<file path="src/rtl/hero_burst_gather_pkg.sv">
// Shared types for the hero write burst gatherer: cycle type encoding, beat and bundle types.
// Latency: n/a (types and constants only).
// Backpressure: n/a.
package hero_burst_gather_pkg;

  // Default beat width and bundle capacity used by the gatherer and its consumers
  localparam int HERO_WIDTH = 32;
  localparam int MAX_BEATS  = 5;

  // Per-cycle qualifier on the hero write stream; value 3 is never legal
  typedef enum logic [1:0] {
    CYCLE_IDLE    = 2'd0,
    CYCLE_VALID   = 2'd1,
    CYCLE_DONE    = 2'd2,
    CYCLE_ILLEGAL = 2'd3
  } CYCLE_TYPE_E;

  // One hero write data beat
  typedef logic [HERO_WIDTH-1:0] hero_write_t;

  // A gathered bundle: MAX_BEATS beats, beat i in element i
  typedef hero_write_t [MAX_BEATS-1:0] hero_bundle_t;

  // True for cycle types that carry a payload beat
  function automatic logic carries_beat(input CYCLE_TYPE_E t);
    return (t == CYCLE_VALID) || (t == CYCLE_DONE);
  endfunction

endpackage

</file>
<file path="src/rtl/hero_burst_gather.sv">
// Gathers hero write beats into bundles of up to MAX_BEATS, closed by DONE or by a full bundle.
// Latency: out_valid rises the cycle after the closing beat is accepted.
// Backpressure: in_ready is low for the whole HOLD state; bundle held stable until out_ready.
module hero_burst_gather #(
  parameter int HERO_WIDTH = hero_burst_gather_pkg::HERO_WIDTH,
  parameter int MAX_BEATS  = hero_burst_gather_pkg::MAX_BEATS
) (
  input  logic                              clk,
  input  logic                              rst,
  input  logic [1:0]                        in_cycle_type,
  input  logic [HERO_WIDTH-1:0]             in_data,
  output logic                              in_ready,
  output logic                              out_valid,
  input  logic                              out_ready,
  output logic [MAX_BEATS*HERO_WIDTH-1:0]   out_data,
  output logic [$clog2(MAX_BEATS+1)-1:0]    out_count,
  output logic                              out_last,
  output logic                              err_illegal
);
  import hero_burst_gather_pkg::*;

  localparam int PTR_W = $clog2(MAX_BEATS);
  localparam int CNT_W = $clog2(MAX_BEATS+1);
  localparam logic [PTR_W-1:0] LAST_SLOT = PTR_W'(MAX_BEATS - 1);

  typedef enum logic {
    COLLECT = 1'b0,
    HOLD    = 1'b1
  } state_e;

  state_e                                state;
  state_e                                state_nxt;
  logic [MAX_BEATS-1:0][HERO_WIDTH-1:0]  slots;
  logic [PTR_W-1:0]                      wr_ptr;
  CYCLE_TYPE_E                           cycle;
  logic                                  is_done;
  logic                                  beat_acc;
  logic                                  close_bundle;

  assign cycle = CYCLE_TYPE_E'(in_cycle_type);
  assign is_done = (cycle == CYCLE_DONE);

  // Handshake outputs are pure functions of state, so in_ready never sees out_ready.
  // Both are forced low while rst is high, before the state register has been cleared.
  assign in_ready  = (state == COLLECT) && !rst;
  assign out_valid = (state == HOLD) && !rst;

  // Slots are cleared on every bundle release, so unwritten slots already read 0.
  // The reset gate covers the first reset cycle, when the slots still hold old data.
  assign out_data = rst ? '0 : slots;

  assign beat_acc     = in_ready && carries_beat(cycle);
  assign close_bundle = beat_acc && (is_done || (wr_ptr == LAST_SLOT));

  // State register
  always_ff @(posedge clk) begin
    if (rst) begin
      state <= COLLECT;
    end else begin
      state <= state_nxt;
    end
  end

  // Next state: close a bundle on DONE or on the beat that fills the last slot; release on out_ready
  always_comb begin
    state_nxt = state;
    case (state)
      COLLECT: begin
        if (close_bundle) begin
          state_nxt = HOLD;
        end
      end
      HOLD: begin
        if (out_ready) begin
          state_nxt = COLLECT;
        end
      end
      default: state_nxt = COLLECT;
    endcase
  end

  // Slot array, write pointer and bundle descriptor
  always_ff @(posedge clk) begin
    if (rst) begin
      slots     <= '0;
      wr_ptr    <= '0;
      out_count <= '0;
      out_last  <= 1'b0;
    end else if (state == COLLECT) begin
      if (beat_acc) begin
        slots[wr_ptr] <= in_data;
        wr_ptr        <= wr_ptr + PTR_W'(1);
        if (close_bundle) begin
          out_count <= CNT_W'(wr_ptr) + CNT_W'(1);
          out_last  <= is_done;
        end
      end
    end else if (out_ready) begin
      slots     <= '0;
      wr_ptr    <= '0;
      out_count <= '0;
      out_last  <= 1'b0;
    end
  end

  // Illegal cycle type flag: a one-cycle pulse, only ever raised from COLLECT
  always_ff @(posedge clk) begin
    if (rst) begin
      err_illegal <= 1'b0;
    end else begin
      err_illegal <= (state == COLLECT) && (cycle == CYCLE_ILLEGAL);
    end
  end

endmodule

</file>
<file path="config.mk">
export PLATFORM = sky130hd
export DESIGN_NAME = hero_burst_gather
export DESIGN_NICKNAME = d
export VERILOG_FILES = /design/src/rtl/hero_burst_gather_pkg.sv /design/src/rtl/hero_burst_gather.sv
export SDC_FILE = /design/constraint.sdc
export NUM_CORES = 1
export LEC_CHECK = 0
export CELL_PAD_IN_SITES_DETAIL_PLACEMENT = 1
export CELL_PAD_IN_SITES_GLOBAL_PLACEMENT = 2
export CORE_UTILIZATION = 27
export DETAILED_ROUTE_END_ITERATION = 6
export GPL_TIMING_DRIVEN = 0
export PLACE_DENSITY_LB_ADDON = 0.25
export SYNTH_ARGS = -nofsm -noshare
export SYNTH_HDL_FRONTEND = slang
export SYNTH_SLANG_ARGS = --single-unit
</file>
<file path="constraint.sdc">
create_clock -name clk -period 2.4 [get_ports clk]
set_input_delay 0.48 -clock clk [delete_from_list [all_inputs] [get_ports clk]]
set_output_delay 0.48 -clock clk [all_outputs]
set_load 0.02 [all_outputs]
</file>
==> metrics list, run 1 <==
* Design Power: between 6 and 7 mW
* Detailed-router iteration count before antenna repair: 4
- Path category of the worst min-delay check: flip-flop to flip-flop
- Sequential share of the synthesized area: 0.493
- After detailed routing, the average wire length per cell comes to 19.8 µm.
- Clock edge transition at the registers on the reported setup and hold paths: approximately 0.070 ns
- DIE AREA: between 0.02 and 0.03 mm²
- Summed over all layers, the routed wires come to roughly 27 mm.
- Clock Sinks: ~170
- Number of enable-type register cells in the synthesized netlist: 0
- Routed via count divided by cell count: between 4 and 5
- Measured along the x axis, the die boundary spans between 150 and 200 µm.
* Total congestion overflow: 0
* Row cnt: 57
- Area fraction of the dominant cell type after synthesis: 0.493
- The most used flip-flop cell after synthesis is sky130_fd_sc_hd__dfxtp_1.
- Core area: around 0.025 mm²
* Cts bufs inserted: 17
- Post-synthesis share of cell area spent on full adders, half adders and majority gates: 0.00729
* Place WS: -1.02 ns
- Of all flip-flops after synthesis, the portion carrying an async set or reset was 0.
- In the final timing run, aggregate negative setup slack is 0 ns.
- For the worst setup path, the data arrival time is 2.64 ns.
- Summed over all nets, the half-perimeter wirelength after detailed placement is between 15 and 20 mm.
* Maxcap violations: 0
* Count of distinct cell types in the synthesized netlist: 30
- Post-Syn Area per Cell: 8.47 µm²
* Final count of negative-setup-slack endpoints: 0
- For this design the top-level I/O count stands at around 200.
* Worst-path maximum fanout: 10
* Ratio of cells with drive above 1 in the final layout: 0.0838
- The top cell types in the final layout, fill and taps aside, are sky130_fd_sc_hd__dfxtp_1 (169), sky130_fd_sc_hd__inv_1 (166), sky130_fd_sc_hd__nor2_1 (165).
* Clk buf depth: 2
- Number of nets in the synthesized netlist: between 800 and 900
- Critical path class: input pin to flip-flop
- Setup slack closes at between 0.04 and 0.05 ns.
- Gate count after technology mapping: between 800 and 900
- Layout area overhead: 45.3%
- IR analysis of the VDD net gives a maximum drop of roughly 420 µV.
- Level count of the clock H-tree: 4
- The net count of the finished layout is ~1100.
* Initial drt markers: around 280
- Hold bufs inserted after CTS: 0
- Summing every instance area after synthesis gives between 0.006 and 0.007 mm².
- Post-layout minimum cycle time: approximately 2.4 ns
- After synthesis, the largest family of logic cells by area is compound AO/OA/AOI/OAI gates.
- Timing would allow up to about 0.43 GHz.
* Number of antenna violations at the first check in global routing: 0
- The first global-routing pass estimated about 41 mm of wire.
- Synthesis inferred roughly 170 register bits.
- Routability-driven placement congestion ratio: about 0.77
* Setup repair after global routing missed its margin: true
- Across all layers, the routed design uses 6668 vias.
* Slew of the pin with the lowest slew margin: ~0.75 ns
* Clock tree from TritonCTS: built
- The worst setup path is launched from an input pin.
- The max-slew violation total from the final report is 0.
- The area fraction in compound gates after synthesis is 0.232.
- Cell type with the largest total area after synthesis: sky130_fd_sc_hd__dfxtp_1
- 0 antenna diodes ended up in the layout.
- Total of fill cells in the finished design: 2962
- Detail Route Antenna Nets: 0
- Effective utilization at floorplan: 0.279
- The Yosys step of the flow raised 0 warnings.
- Sorting the synthesized cells by area gives the leading types as sky130_fd_sc_hd__dfxtp_1 (49%), sky130_fd_sc_hd__o32ai_1 (20%), sky130_fd_sc_hd__inv_1 (9.1%), sky130_fd_sc_hd__nor2_1 (9.0%), sky130_fd_sc_hd__clkbuf_1 (3.0%).
- GR Util All Layers: 0.210
- The finished layout holds around 1400 standard cells, fillers aside.
- After detailed placement, the design holds a cell count of 1336.
* Xor and xnor fraction of the mapped netlist area: 0.00128
- Vias in the first global route: between 6000 and 7000
* Worst-skew pair later-pin latency: approximately 0.44 ns
* Most frequent standard cell in the layout excluding fill and tap cells: sky130_fd_sc_hd__dfxtp_1
- Measured against its own limit, the worst slew margin works out to 0.499.
- The run finished with clean final reports.
- Largest clock skew in the final design: slightly above 0.006 ns
* Setup crit end kind: flip-flop
- From bottom edge to top edge, the die measures 161 µm.
- The cell sitting at the root of the clock tree is a sky130_fd_sc_hd__clkbuf_16.
- Number of port buffers: approximately 200
- Entering global routing, the biggest net connects 17 pins.
* Worst path required time: approximately 2.7 ns
- Summed over all cells, the static leakage comes to between 4 and 5 nW.
* Simple-gate portion of the synthesized area: 0.127
- Power spread over the standard cell area amounts to between 600 and 700 mW/mm².
* Part of the cycle the worst path needs: 0.980
* Slack of the worst reg-to-reg path: about 0.37 ns
* # DRC: 0
* Hold Vio Cnt, Final: 0
- The portion of synthesized area spent on multiplexers is 0.
-- stage by stage --
stage / utilization / hold WS, ns / cell area (µm²)
final: 0.405 / 0.483 / 9970
after detailed placement: 0.378 / 0.475 / 9290
after floorplan: - / 0.458 / 6860
after CTS: 0.398 / 0.486 / 9800
after global routing: 0.405 / 0.496 / 9970
after global placement: 0.378 / 0.466 / 9290
-- worst max-delay path: stages --
cell,delay (ns)
sky130_fd_sc_hd__clkdlybuf4s50_1,0.48
sky130_fd_sc_hd__inv_1,0.05
sky130_fd_sc_hd__ha_1,0.39
sky130_fd_sc_hd__or3_1,0.33
sky130_fd_sc_hd__buf_2,0.22
sky130_fd_sc_hd__a22oi_4,0.33
sky130_fd_sc_hd__buf_4,0.27
sky130_fd_sc_hd__o32ai_1,0.09
-- per-layer routing --
| metal | vias up | track usage | share of wire | routed length [µm] |
|---|---|---|---|---|
| li1 | 3224 | - | - | - |
| met1 | 3264 | 0.276 | 0.47 | 12800 |
| met2 | 153 | 0.353 | 0.47 | 12900 |
| met3 | 27 | 0.0347 | 0.042 | 1150 |
| met4 | 0 | 0.0613 | 0.015 | 411 |
| met5 | - | 0 | 0 | 0 |
-- synthesized netlist by cell type (2+ instances only) --
| master | n |
|---|---|
| sky130_fd_sc_hd__clkbuf_1 | 55 |
| sky130_fd_sc_hd__dfxtp_1 | 169 |
| sky130_fd_sc_hd__a22oi_4 | 4 |
| sky130_fd_sc_hd__nand2_1 | 38 |
| sky130_fd_sc_hd__buf_4 | 7 |
| sky130_fd_sc_hd__o32ai_1 | 160 |
| sky130_fd_sc_hd__buf_2 | 8 |
| sky130_fd_sc_hd__o21ai_0 | 4 |
| sky130_fd_sc_hd__nand2b_1 | 2 |
| sky130_fd_sc_hd__a21oi_1 | 3 |
| sky130_fd_sc_hd__inv_1 | 166 |
| sky130_fd_sc_hd__o211ai_1 | 3 |
| sky130_fd_sc_hd__nor2b_1 | 2 |
| sky130_fd_sc_hd__ha_1 | 4 |
| sky130_fd_sc_hd__buf_6 | 3 |
| sky130_fd_sc_hd__nor2_1 | 165 |
| sky130_fd_sc_hd__nand3_1 | 2 |
| sky130_fd_sc_hd__or3_1 | 2 |
| sky130_fd_sc_hd__or3b_2 | 2 |
-- timing repair --
item,CTS,global route
pin swaps,0,1
resized for setup,147,52
endpoints found under the hold margin,0,0
setup endpoints to repair,307,131
setup buffers,0,6
-- cell families (layout without fill, tap and decap cells) --
kind of cell	Yosys count	count (layout)
AOI/OAI and AO/OA	179	179
xor gates and xnor gates	1	1
adders and majority gates	4	4
buffers and inverters	239	479
DFF	169	169
and+or+nand+nor	218	218
-- power by group --
part	internal, mW	total (mW)	leakage (nW)	switching, mW
combinational	0.322	0.929	2.82	0.607
sequential	2.90	2.93	1.37	0.0365
clock	1.45	2.70	0.270	1.24
total	4.67	6.56	4.45	1.89
-- registers in the layout, indices dropped and copies added (netlist names) --
signal       cells
err_illegal      1
out_count        3
state            1
slots          160
wr_ptr           3
out_last         1
-- cell type report --
type / instances / area (µm²) / share of cell area
clock inverter: 14 / 139 / 0.0139
inverter: 166 / 623 / 0.0625
sequential: 169 / 3380 / 0.339
multi-input combinational: 402 / 2540 / 0.255
timing repair buffer: 208 / 2020 / 0.203
tap: 324 / 405 / 0.0406
clock buffer: 18 / 429 / 0.0430
buffer: 73 / 430 / 0.0432
-- final timing paths --
kind | cells after the start | startpoint | to
max | 8 | in_cycle_type[0] | slots[94]
min | 2 | slots[77] | slots[77]
max reg2reg | 5 | wr_ptr[2] | slots[118]
min reg2reg | 2 | slots[77] | slots[77]
Power figures use the tool's default switching activity.
==> inputs of run 2 (changes only) <==
--- a/config.mk
+++ b/config.mk
@@ -5,9 +5,10 @@
 export SDC_FILE = /design/constraint.sdc
 export NUM_CORES = 1
 export LEC_CHECK = 0
+export CAP_MARGIN = 0
 export CELL_PAD_IN_SITES_DETAIL_PLACEMENT = 1
 export CELL_PAD_IN_SITES_GLOBAL_PLACEMENT = 2
-export CORE_UTILIZATION = 27
+export CORE_UTILIZATION = 29
 export DETAILED_ROUTE_END_ITERATION = 6
 export GPL_TIMING_DRIVEN = 0
 export PLACE_DENSITY_LB_ADDON = 0.25
==> constraint.sdc (replaced) <==
create_clock -name clk -period 2.8 [get_ports clk]
set_input_delay 0.56 -clock clk [delete_from_list [all_inputs] [get_ports clk]]
set_output_delay 0.56 -clock clk [all_outputs]
set_load 0.02 [all_outputs]
==> metrics list, run 2 (synthesis gave the netlist of run 1 again) <==
* Critical Path Slowest Stage Cell: sky130_fd_sc_hd__clkdlybuf4s50_1 (unchanged)
- The boundary pin count was 204 (unchanged).
- Routed WL: 26.2 mm (was 27.2 mm)
- Largest registers: slots (160), out_count (3), wr_ptr (3) (unchanged)
- The area of the core was 0.0229 mm² (was 0.0246 mm²).
- Largest Register: slots (unchanged)
- The layout overhead on the synthesized area was 44.2% (was 45.3%).
- The final weighted congestion in routability-driven placement was 0.783 (was 0.767).
* Ratio of cells with drive above 1 in the final layout: 0.0777 (was 0.0838)
- Routed via count divided by cell count: 4.88 (was 4.85)
* Slew of the pin with the lowest slew margin: 0.734 ns (was 0.752 ns)
- Setup repair after global routing missed its margin: false (was true).
* Total congestion overflow: 0 (unchanged)
* Number of port buffers: 202 (unchanged)
* Most frequent standard cell in the layout excluding fill and tap cells: sky130_fd_sc_hd__clkdlybuf4s50_1 (was sky130_fd_sc_hd__dfxtp_1)
- Depth of the most critical reg-to-reg path: 5 (unchanged)
- The clock edge transition at the registers on the reported setup and hold paths is 0.07 ns (about the same).
- Cell Pwr Density: 578 mW/mm² (was 658 mW/mm²)
- Max-slew headroom at the worst pin: 0.511 (was 0.499)
- CTS root buffer: sky130_fd_sc_hd__clkbuf_16 (unchanged)
* Initial drt markers: 323 (was 284)
* GR Util All Layers: 0.218 (was 0.210)
- The max-slew violation total from the final report was 0 (unchanged).
- The final net count was 1071 (was 1078).
- Diodes inserted: 0 (unchanged)
- The number of buffers inserted by post-CTS setup repair came to 0 (unchanged).
- The initial standard-cell utilization of the core was 0.299 (was 0.279).
- Vias in the first global route: 6653 (was 6718)
- Number of flip-flops in the largest register: 160 (unchanged)
* # DRC: 0 (unchanged)
* Maxcap violations: 0 (unchanged)
- Critical path arrival: 2.21 ns (was 2.64 ns)
* Level count of the clock H-tree: 4 (unchanged)
- In the finished design, the share of the clock period the worst path needs comes to 0.991.
- The residual antenna-violating net count after detailed routing came to 0 (unchanged).
* Worst hold-check slack: 0.483 ns (about the same)
- Hold bufs inserted after CTS: 0 (unchanged)
- Number of antenna violations at the first check in global routing: 0 (unchanged)
- The first-pass GRT wire length was 39.6 mm (was 40.9 mm).
* Average detailed-routed wire length per instance: 19.3 µm (was 19.8 µm)
- The total number of vias is 6623 (was 6668).
- Based on the critical path, the design can be clocked at up to 0.360 GHz.
- Worst path required time: 2.24 ns (was 2.69 ns)
- The number of setup violations in the final report came to 0 (unchanged).
- The worst clock skew was 0.00710 ns (was 0.00616 ns).
- DIE AREA: 0.0243 mm² (was 0.0261 mm²)
- The clock buffer count from CTS came to 17 (unchanged).
* Post-layout minimum cycle time: 2.77 ns
* Worst-path maximum fanout: 10 (unchanged)
- Cell mode on critical path: sky130_fd_sc_hd__clkbuf_2
* Row cnt: 55 (was 57)
* Design Power: 5.72 mW (was 6.56 mW)
- The worst hold path depth was 2 (unchanged).
* Peak supply drop: 401 µV (was 416 µV)
- Critical path class: input pin to output pin (was input pin to flip-flop)
- Run status: completed (unchanged).
- The HPWL reported at the end of detailed placement came to 19.3 mm (was 19.9 mm).
- The TritonCTS clock tree was built (unchanged).
- Clock Sinks: 169 (unchanged)
- The overall die height was 156 µm (was 161 µm).
- Maximum number of pins on one net before global-route repair: 17 (unchanged)
* Leak: 3.33 nW (was 4.45 nW)
- Type of origin of the critical path: input pin (unchanged)
- Most frequent cells in the layout: sky130_fd_sc_hd__clkdlybuf4s50_1 (186), sky130_fd_sc_hd__dfxtp_1 (169), sky130_fd_sc_hd__inv_1 (166) (was sky130_fd_sc_hd__dfxtp_1 (169), sky130_fd_sc_hd__inv_1 (166), sky130_fd_sc_hd__nor2_1 (165))
- Peak per-stage delay on the critical path: 0.66 ns (was 0.48 ns)
- Chain of cells forming the critical path: buf_2 -> clkbuf_2 -> clkbuf_2 -> nor2_1 -> clkdlybuf4s50_1 (was clkdlybuf4s50_1 -> inv_1 -> ha_1 -> or3_1 -> buf_2 -> a22oi_4 -> buf_4 -> o32ai_1).
* Clk buf depth: 2 (unchanged)
- Die X: 156 µm (was 161 µm)
- The class of the worst hold path is flip-flop to flip-flop (unchanged).
- The total count of hold-check failures in the final report was 0 (unchanged).
* Detailed-router iteration count before antenna repair: 5 (was 4)
- The endpoint type of the worst setup path is an output pin (was flip-flop).
- Worst-skew pair later-pin latency: 0.42 ns (was 0.44 ns)
run 2: path summary, 6_finish.rpt:
check | startpoint | to | slack, ns
setup / recovery | rst | out_data[21] | 0.03
hold reg to reg | slots[4] | slots[4] | 0.48
hold / removal | slots[4] | slots[4] | 0.48
setup reg to reg | state | slots[139] | 0.65
run 2: repair_timing:
| item | 4_1_cts | 5_1_grt |
|---|---|---|
| pin swaps | 0 | 0 |
| cloned | 0 | 0 |
| resized for setup | 37 | 16 |
| endpoints found under the setup margin | 161 | 147 |
| endpoints found under the hold margin | 0 | 0 |
run 2: power breakdown:
| part | leakage, nW | switching (mW) | internal [mW] |
|---|---|---|---|
| registers | 1.37 | 0.0311 | 2.48 |
| clock network | 0.292 | 1.07 | 1.36 |
| logic | 1.67 | 0.506 | 0.273 |
| total | 3.33 | 1.60 | 4.12 |
run 2: routing by layer:
layer / up-vias / wire, µm / global-route usage
met2: 150 / 12500 / 0.360
met5: - / 0 / 0
met4: 0 / 418 / 0.0626
met1: 3254 / 12300 / 0.289
li1: 3194 / - / -
met3: 25 / 996 / 0.0389
run 2: cell type report:
type / count / area [µm²]
clock inverters: 14 / 160
flip-flops and latches: 169 / 3380
fillers: 2721 / 13000
multi-input cells: 402 / 2520
well taps: 313 / 392
plain buffers: 72 / 372
inverters: 166 / 623
repair buffers: 202 / 2010
clock buffers: 18 / 439
run 2: through the flow:
step	instances	utilization	worst slack, ns	area (µm²)	setup TNS (ns)
2_1_floorplan	810	-	0.535	6860	0
3_3_place_gp	1325	0.405	-0.819	9280	-111.56
3_5_place_dp	1325	0.405	-0.801	9280	-120.05
4_1_cts	1357	0.432	0.000463	9890	0
5_1_grt	1356	0.432	0.00499	9900	0
6_report	1356	0.432	0.0254	9900	0
run 2: critical path: cells and delay by family:
kind                   cells  cell delay [ns]
buffers and inverters      4             1.40
AND/OR/NAND/NOR            1             0.25
